### config.mk
export PLATFORM = sky130hd
export DESIGN_NAME = mux4_rr_sched_flat
export DESIGN_NICKNAME = d
export VERILOG_FILES = /design/src/rtl/mux4_rr_sched_if.sv /design/src/rtl/mux4_rr_sched.sv /design/src/flat_wrapper.sv
export SDC_FILE = /design/constraint.sdc
export NUM_CORES = 1
export LEC_CHECK = 0
export CAP_MARGIN = 20
export CORE_MARGIN = 8
export CORE_UTILIZATION = 50
export CTS_BUF_LIST = sky130_fd_sc_hd__clkbuf_8
export DETAILED_ROUTE_END_ITERATION = 8
export PLACE_DENSITY = 0.79
export SYNTH_ARGS = -nofsm -noshare
export SYNTH_HDL_FRONTEND = slang
export SYNTH_SLANG_ARGS = --single-unit
export TNS_END_PERCENT = 5
### constraint.sdc
create_clock -name CLK -period 2.96 [get_ports CLK]
set_input_delay 0.444 -clock CLK [delete_from_list [all_inputs] [get_ports CLK]]
set_output_delay 0.444 -clock CLK [all_outputs]
set_load 0.05 [all_outputs]
### src/rtl/mux4_rr_sched_if.sv
// rtl/mux4_rr_sched_if.sv - request/grant/select bundle for the 4-way round-robin mux scheduler
interface mux4_rr_sched_if;
    logic [3:0] REQ;
    logic [3:0] GNT;
    logic       S;
    logic       T;
    logic       V;

    modport master (input REQ, output GNT, output S, output T, output V);
    modport slave  (output REQ, input GNT, input S, input T, input V);
endinterface

### src/rtl/mux4_rr_sched.sv
// rtl/mux4_rr_sched.sv - round-robin scheduler driving a shared 4:1 mux select with bounded hold
module mux4_rr_sched #(
    parameter int MAX_HOLD = 4,
    parameter int CNT_W    = 8
) (
    input  logic              CLK,
    input  logic              RST,
    mux4_rr_sched_if.master   bus
);
    typedef enum logic {IDLE, GRANT} state_t;

    localparam logic [CNT_W-1:0] HOLD_LAST = CNT_W'(MAX_HOLD - 1);

    state_t           state_q, state_d;
    logic [1:0]       ptr_q, ptr_d;
    logic [1:0]       sel_q, sel_d;
    logic [CNT_W-1:0] cnt_q, cnt_d;
    logic [3:0]       gnt_q, gnt_d;
    logic             v_q, v_d;

    logic [3:0]       others;
    logic [1:0]       g_next;
    logic [2:0]       win;

    // Returns {found, index} of the first set bit at or after start, wrapping modulo 4.
    function automatic logic [2:0] pick(input logic [3:0] r, input logic [1:0] start);
        logic [2:0] res;
        logic [1:0] idx;
        res = 3'b000;
        for (int k = 3; k >= 0; k--) begin
            idx = start + 2'(k);
            if (r[idx]) res = {1'b1, idx};
        end
        return res;
    endfunction

    always_comb begin
        state_d = state_q;
        ptr_d   = ptr_q;
        sel_d   = sel_q;
        cnt_d   = cnt_q;
        gnt_d   = gnt_q;
        v_d     = v_q;
        g_next  = sel_q + 2'd1;
        others  = bus.REQ & ~gnt_q;
        win     = 3'b000;
        case (state_q)
            IDLE: begin
                win = pick(bus.REQ, ptr_q);
                if (win[2]) begin
                    gnt_d   = 4'b0001 << win[1:0];
                    sel_d   = win[1:0];
                    v_d     = 1'b1;
                    cnt_d   = '0;
                    state_d = GRANT;
                end
            end
            GRANT: begin
                if (!bus.REQ[sel_q]) begin
                    ptr_d = g_next;
                    win   = pick(others, g_next);
                    if (win[2]) begin
                        gnt_d = 4'b0001 << win[1:0];
                        sel_d = win[1:0];
                        cnt_d = '0;
                    end else begin
                        // select is left where it was so the datapath does not glitch
                        gnt_d   = 4'b0000;
                        v_d     = 1'b0;
                        state_d = IDLE;
                    end
                end else if ((|others) && (cnt_q == HOLD_LAST)) begin
                    ptr_d = g_next;
                    win   = pick(others, g_next);
                    gnt_d = 4'b0001 << win[1:0];
                    sel_d = win[1:0];
                    cnt_d = '0;
                end else if (cnt_q != HOLD_LAST) begin
                    cnt_d = cnt_q + 1'b1;
                end
            end
            default: state_d = IDLE;
        endcase
    end

    always_ff @(posedge CLK) begin
        if (RST) begin
            state_q <= IDLE;
            ptr_q   <= 2'd0;
            sel_q   <= 2'd0;
            cnt_q   <= '0;
            gnt_q   <= 4'b0000;
            v_q     <= 1'b0;
        end else begin
            state_q <= state_d;
            ptr_q   <= ptr_d;
            sel_q   <= sel_d;
            cnt_q   <= cnt_d;
            gnt_q   <= gnt_d;
            v_q     <= v_d;
        end
    end

    assign bus.GNT = gnt_q;
    assign bus.S   = sel_q[0];
    assign bus.T   = sel_q[1];
    assign bus.V   = v_q;
endmodule

### src/flat_wrapper.sv
// flat-port wrapper written by rule: the top's interface ports become plain ports
module mux4_rr_sched_flat 
#(
    parameter int MAX_HOLD = 4,
    parameter int CNT_W    = 8
)
  (CLK, RST, bus_REQ, bus_GNT, bus_S, bus_T, bus_V);
  mux4_rr_sched_if bus_i ();
  input  logic CLK;
  input  logic RST;
  input wire logic [$bits(bus_i.REQ)-1:0] bus_REQ;
  output wire logic [$bits(bus_i.GNT)-1:0] bus_GNT;
  output wire logic [$bits(bus_i.S)-1:0] bus_S;
  output wire logic [$bits(bus_i.T)-1:0] bus_T;
  output wire logic [$bits(bus_i.V)-1:0] bus_V;
  assign bus_i.REQ = bus_REQ;
  assign bus_GNT = bus_i.GNT;
  assign bus_S = bus_i.S;
  assign bus_T = bus_i.T;
  assign bus_V = bus_i.V;
  mux4_rr_sched #(.MAX_HOLD(MAX_HOLD), .CNT_W(CNT_W)) u_core (.CLK(CLK), .RST(RST), .bus(bus_i));
endmodule
==> impl_metrics.json <==
{
  "status": "finished clean",
  "clock_path_buffers": 2,
  "hold_violations": 0,
  "yosys.area_share.simple_pct": 23.9,
  "slew_headroom_pct": 56.1,
  "worstPathArrival_ns": 2.54,
  "cp.required_ns": 3.16,
  "fin_crit_sh_pct": 79.0,
  "end_kind": "register",
  "core_um2": 2190,
  "grt_max_degree": 21,
  "finalWeightedCongestion": 0.888,
  "antenna_left": 0,
  "h-tree-depth": 1,
  "start_util_pct": 52.7,
  "min_path_type": "reg2reg",
  "synth_seq_cells": 18,
  "layout_min_cycle_time_ns": 2.34,
  "fin_nets": 154,
  "drc_errors": 0,
  "synth_top_family_by_area": "compound AO/OA/AOI/OAI gates",
  "final-seq-area_um2": 360,
  "port_buffers": 12,
  "layout-drive-gt1-share_pct": 9.59,
  "antennaDiodeCount": 0,
  "dp_hpwl_um": 2100,
  "ys.flop_type": "dfxtp_1",
  "ioPinCount": 13,
  "multi_input_area_um2": 742,
  "crit_type": "in2reg",
  "start_kind": "input pin",
  "yosys.area_share.adder_pct": 1.08,
  "crit_chain": "clkdlybuf4s50_1 > nor2b_4 > or4_1 > a311o_1 > o21ba_1",
  "synthDistinctLibCells": 46,
  "syn_area_per_cell_um2": 8.49,
  "ys.warnings.count": 0,
  "muxShareOfSynthArea_pct": 4.66,
  "area_growth_pct": 15.9,
  "worst_slack_ns": 0.620,
  "worst_slew_pin_slew_ns": 0.654,
  "overflow": 0,
  "slowest_delay_ns": 0.68,
  "synth-compound-area-share_pct": 33.0,
  "routed_wl_um": 2780,
  "netlist_instances": 136,
  "clkTransAtPathRegs_ns": 0.06,
  "ctsResizeCount": 0,
  "clkSinkCount": 18,
  "wl_per_cell_um": 16.0,
  "powerDensity_nw_per_um2": 551,
  "drt_iter0_markers": 37,
  "rsz0062_at_grt": "no",
  "vias": 1123,
  "syn-num-nets": 143,
  "fillers": 187,
  "grt_pass1_vias": 1069,
  "viasPerCell": 6.45,
  "leakage_nw": 0.471,
  "clk_latency_ns": 0.26,
  "antenna_found_initial": 0,
  "finalSetupViolations": 0,
  "pre_cts_ws_ns": 0.374,
  "synth_xor_area_share_pct": 1.52,
  "peakVddDrop_v": 0.000304,
  "fp.dieH_um": 64.1,
  "fmax_mhz": 427,
  "max_cap_viol_count": 0,
  "dieArea_um2": 4100,
  "holdBufCountCts": 0,
  "grt_pass1_wl_um": 4720,
  "numCtsBuffers": 3,
  "drtPass1Iterations": 4,
  "crit_path_top_delay_cell": "or4_1",
  "cp_max_fo": 7,
  "cts_root_buffer": "clkbuf_8",
  "die_x_um": 64.1,
  "r2r_slack_ns": 0.84,
  "ys_async_sr_fraction_pct": 0,
  "grt_usage_pct": 14.3,
  "maxSlewViolCount": 0,
  "yosysSeqAreaShare_pct": 31.2,
  "cts_setup_buffers": 0,
  "synth_edf_count": 0,
  "tns_ns": 0,
  "skew_ns": 0.00669,
  "netlist_area_um2": 1150,
  "row_count": 17,
  "cts_tree": "done"
}
power by group:
group / switching [mW] / total [mW] / internal, mW
registers: 0.0323 / 0.293 / 0.261
logic: 0.146 / 0.240 / 0.0948
clock network: 0.0861 / 0.205 / 0.118
cell usage in the layout, fill, tap and decap left out, types with 2 or more instances in the layout:
cell type / instances
o21a_1: 2
nand2_1: 4
o21ai_1: 2
o21ba_1: 2
nor2_1: 9
dfxtp_1: 18
nor3_1: 7
clkdlybuf4s50_1: 12
clkbuf_8: 4
nand3_1: 4
nand4_1: 3
nor2b_1: 2
nand2b_1: 4
o22ai_1: 3
nor2b_4: 2
or3_1: 6
mux2i_1: 2
a21oi_1: 10
o21ai_0: 6
inv_1: 5
a311oi_1: 8
a211oi_1: 7
flip-flops by register name, indices dropped and copies added, names as in the netlist:
register,cells
u_core.cnt_q,8
u_core.bus.GNT,4
u_core.state_q,1
u_core.sel_q,2
u_core.bus.V,1
u_core.ptr_q,2
worst max-delay path, delay by kind of cell:
kind | cells | cell delay (ns)
AND/OR/NAND/NOR | 2 | 0.87
AO/OA/AOI/OAI | 2 | 0.72
buffers and inverters | 1 | 0.51
synthesized netlist by cell type (3+ instances only):
cell      number  area, um^2
dfxtp_1       18         360
a21oi_1       10        50.1
nor2_1         9        33.8
a311oi_1       8        70.1
a211oi_1       7        52.6
nor3_1         7        35.0
o21ai_0        6        30.0
or3_1          6        37.5
inv_1          5        18.8
nand2_1        4        15.0
nand2b_1       4        25.0
nand3_1        4        20.0
buf_2          3        15.0
clkbuf_1       3        11.3
nand4_1        3        18.8
o22ai_1        3        18.8
metrics by stage:
| step | utilization, % | total power, mW | area (um^2) | cells | hold WS (ns) |
|---|---|---|---|---|---|
| final | 61.1 | 0.738 | 1340 | 174 | 0.501 |
| after detailed placement | 58.6 | 0.536 | 1280 | 170 | 0.496 |
| after global routing | 61.1 | 0.777 | 1340 | 174 | 0.547 |
| after floorplan | - | 0.472 | 1150 | 136 | 0.459 |
| after CTS | 61.1 | 0.743 | 1340 | 174 | 0.505 |
| after global placement | 58.6 | 0.530 | 1280 | 170 | 0.479 |
kinds of logic (layout without fill, tap and decap cells):
kind of cell    count (synthesis)  in the layout
compound gates                 52             52
xor+xnor                        2              2
fa+ha+maj                       1              1
buf+inv                        12             22
flops                          18             18
mux                             4              4
simple gates                   47             47
area by class of cell:
type,count,share of cell area [%]
Timing Repair Buffer,13,9.53
Clock buffer,4,4.11
Inverter,5,1.40
Tap cell,28,2.62
Sequential cell,18,26.9
Multi-Input combinational cell,106,55.4
path summary, 6_finish.rpt:
check | from | to | depth (start not counted)
min reg2reg | u_core.cnt_q[7] | u_core.cnt_q[7] | 2
max reg2reg | u_core.cnt_q[0] | u_core.bus.GNT[0] | 6
min | u_core.cnt_q[7] | u_core.cnt_q[7] | 2
max | bus_REQ[1] | u_core.cnt_q[4] | 5
per-layer routing:
layer | wire [um] | track usage (%) | up-vias
met2 | 1430 | 24.5 | 25
met4 | 45 | 7.80 | 0
met1 | 1180 | 15.6 | 538
met5 | 0 | 0 | -
met3 | 124 | 4.18 | 5
li1 | - | - | 555
Power figures use the tool's default switching activity.
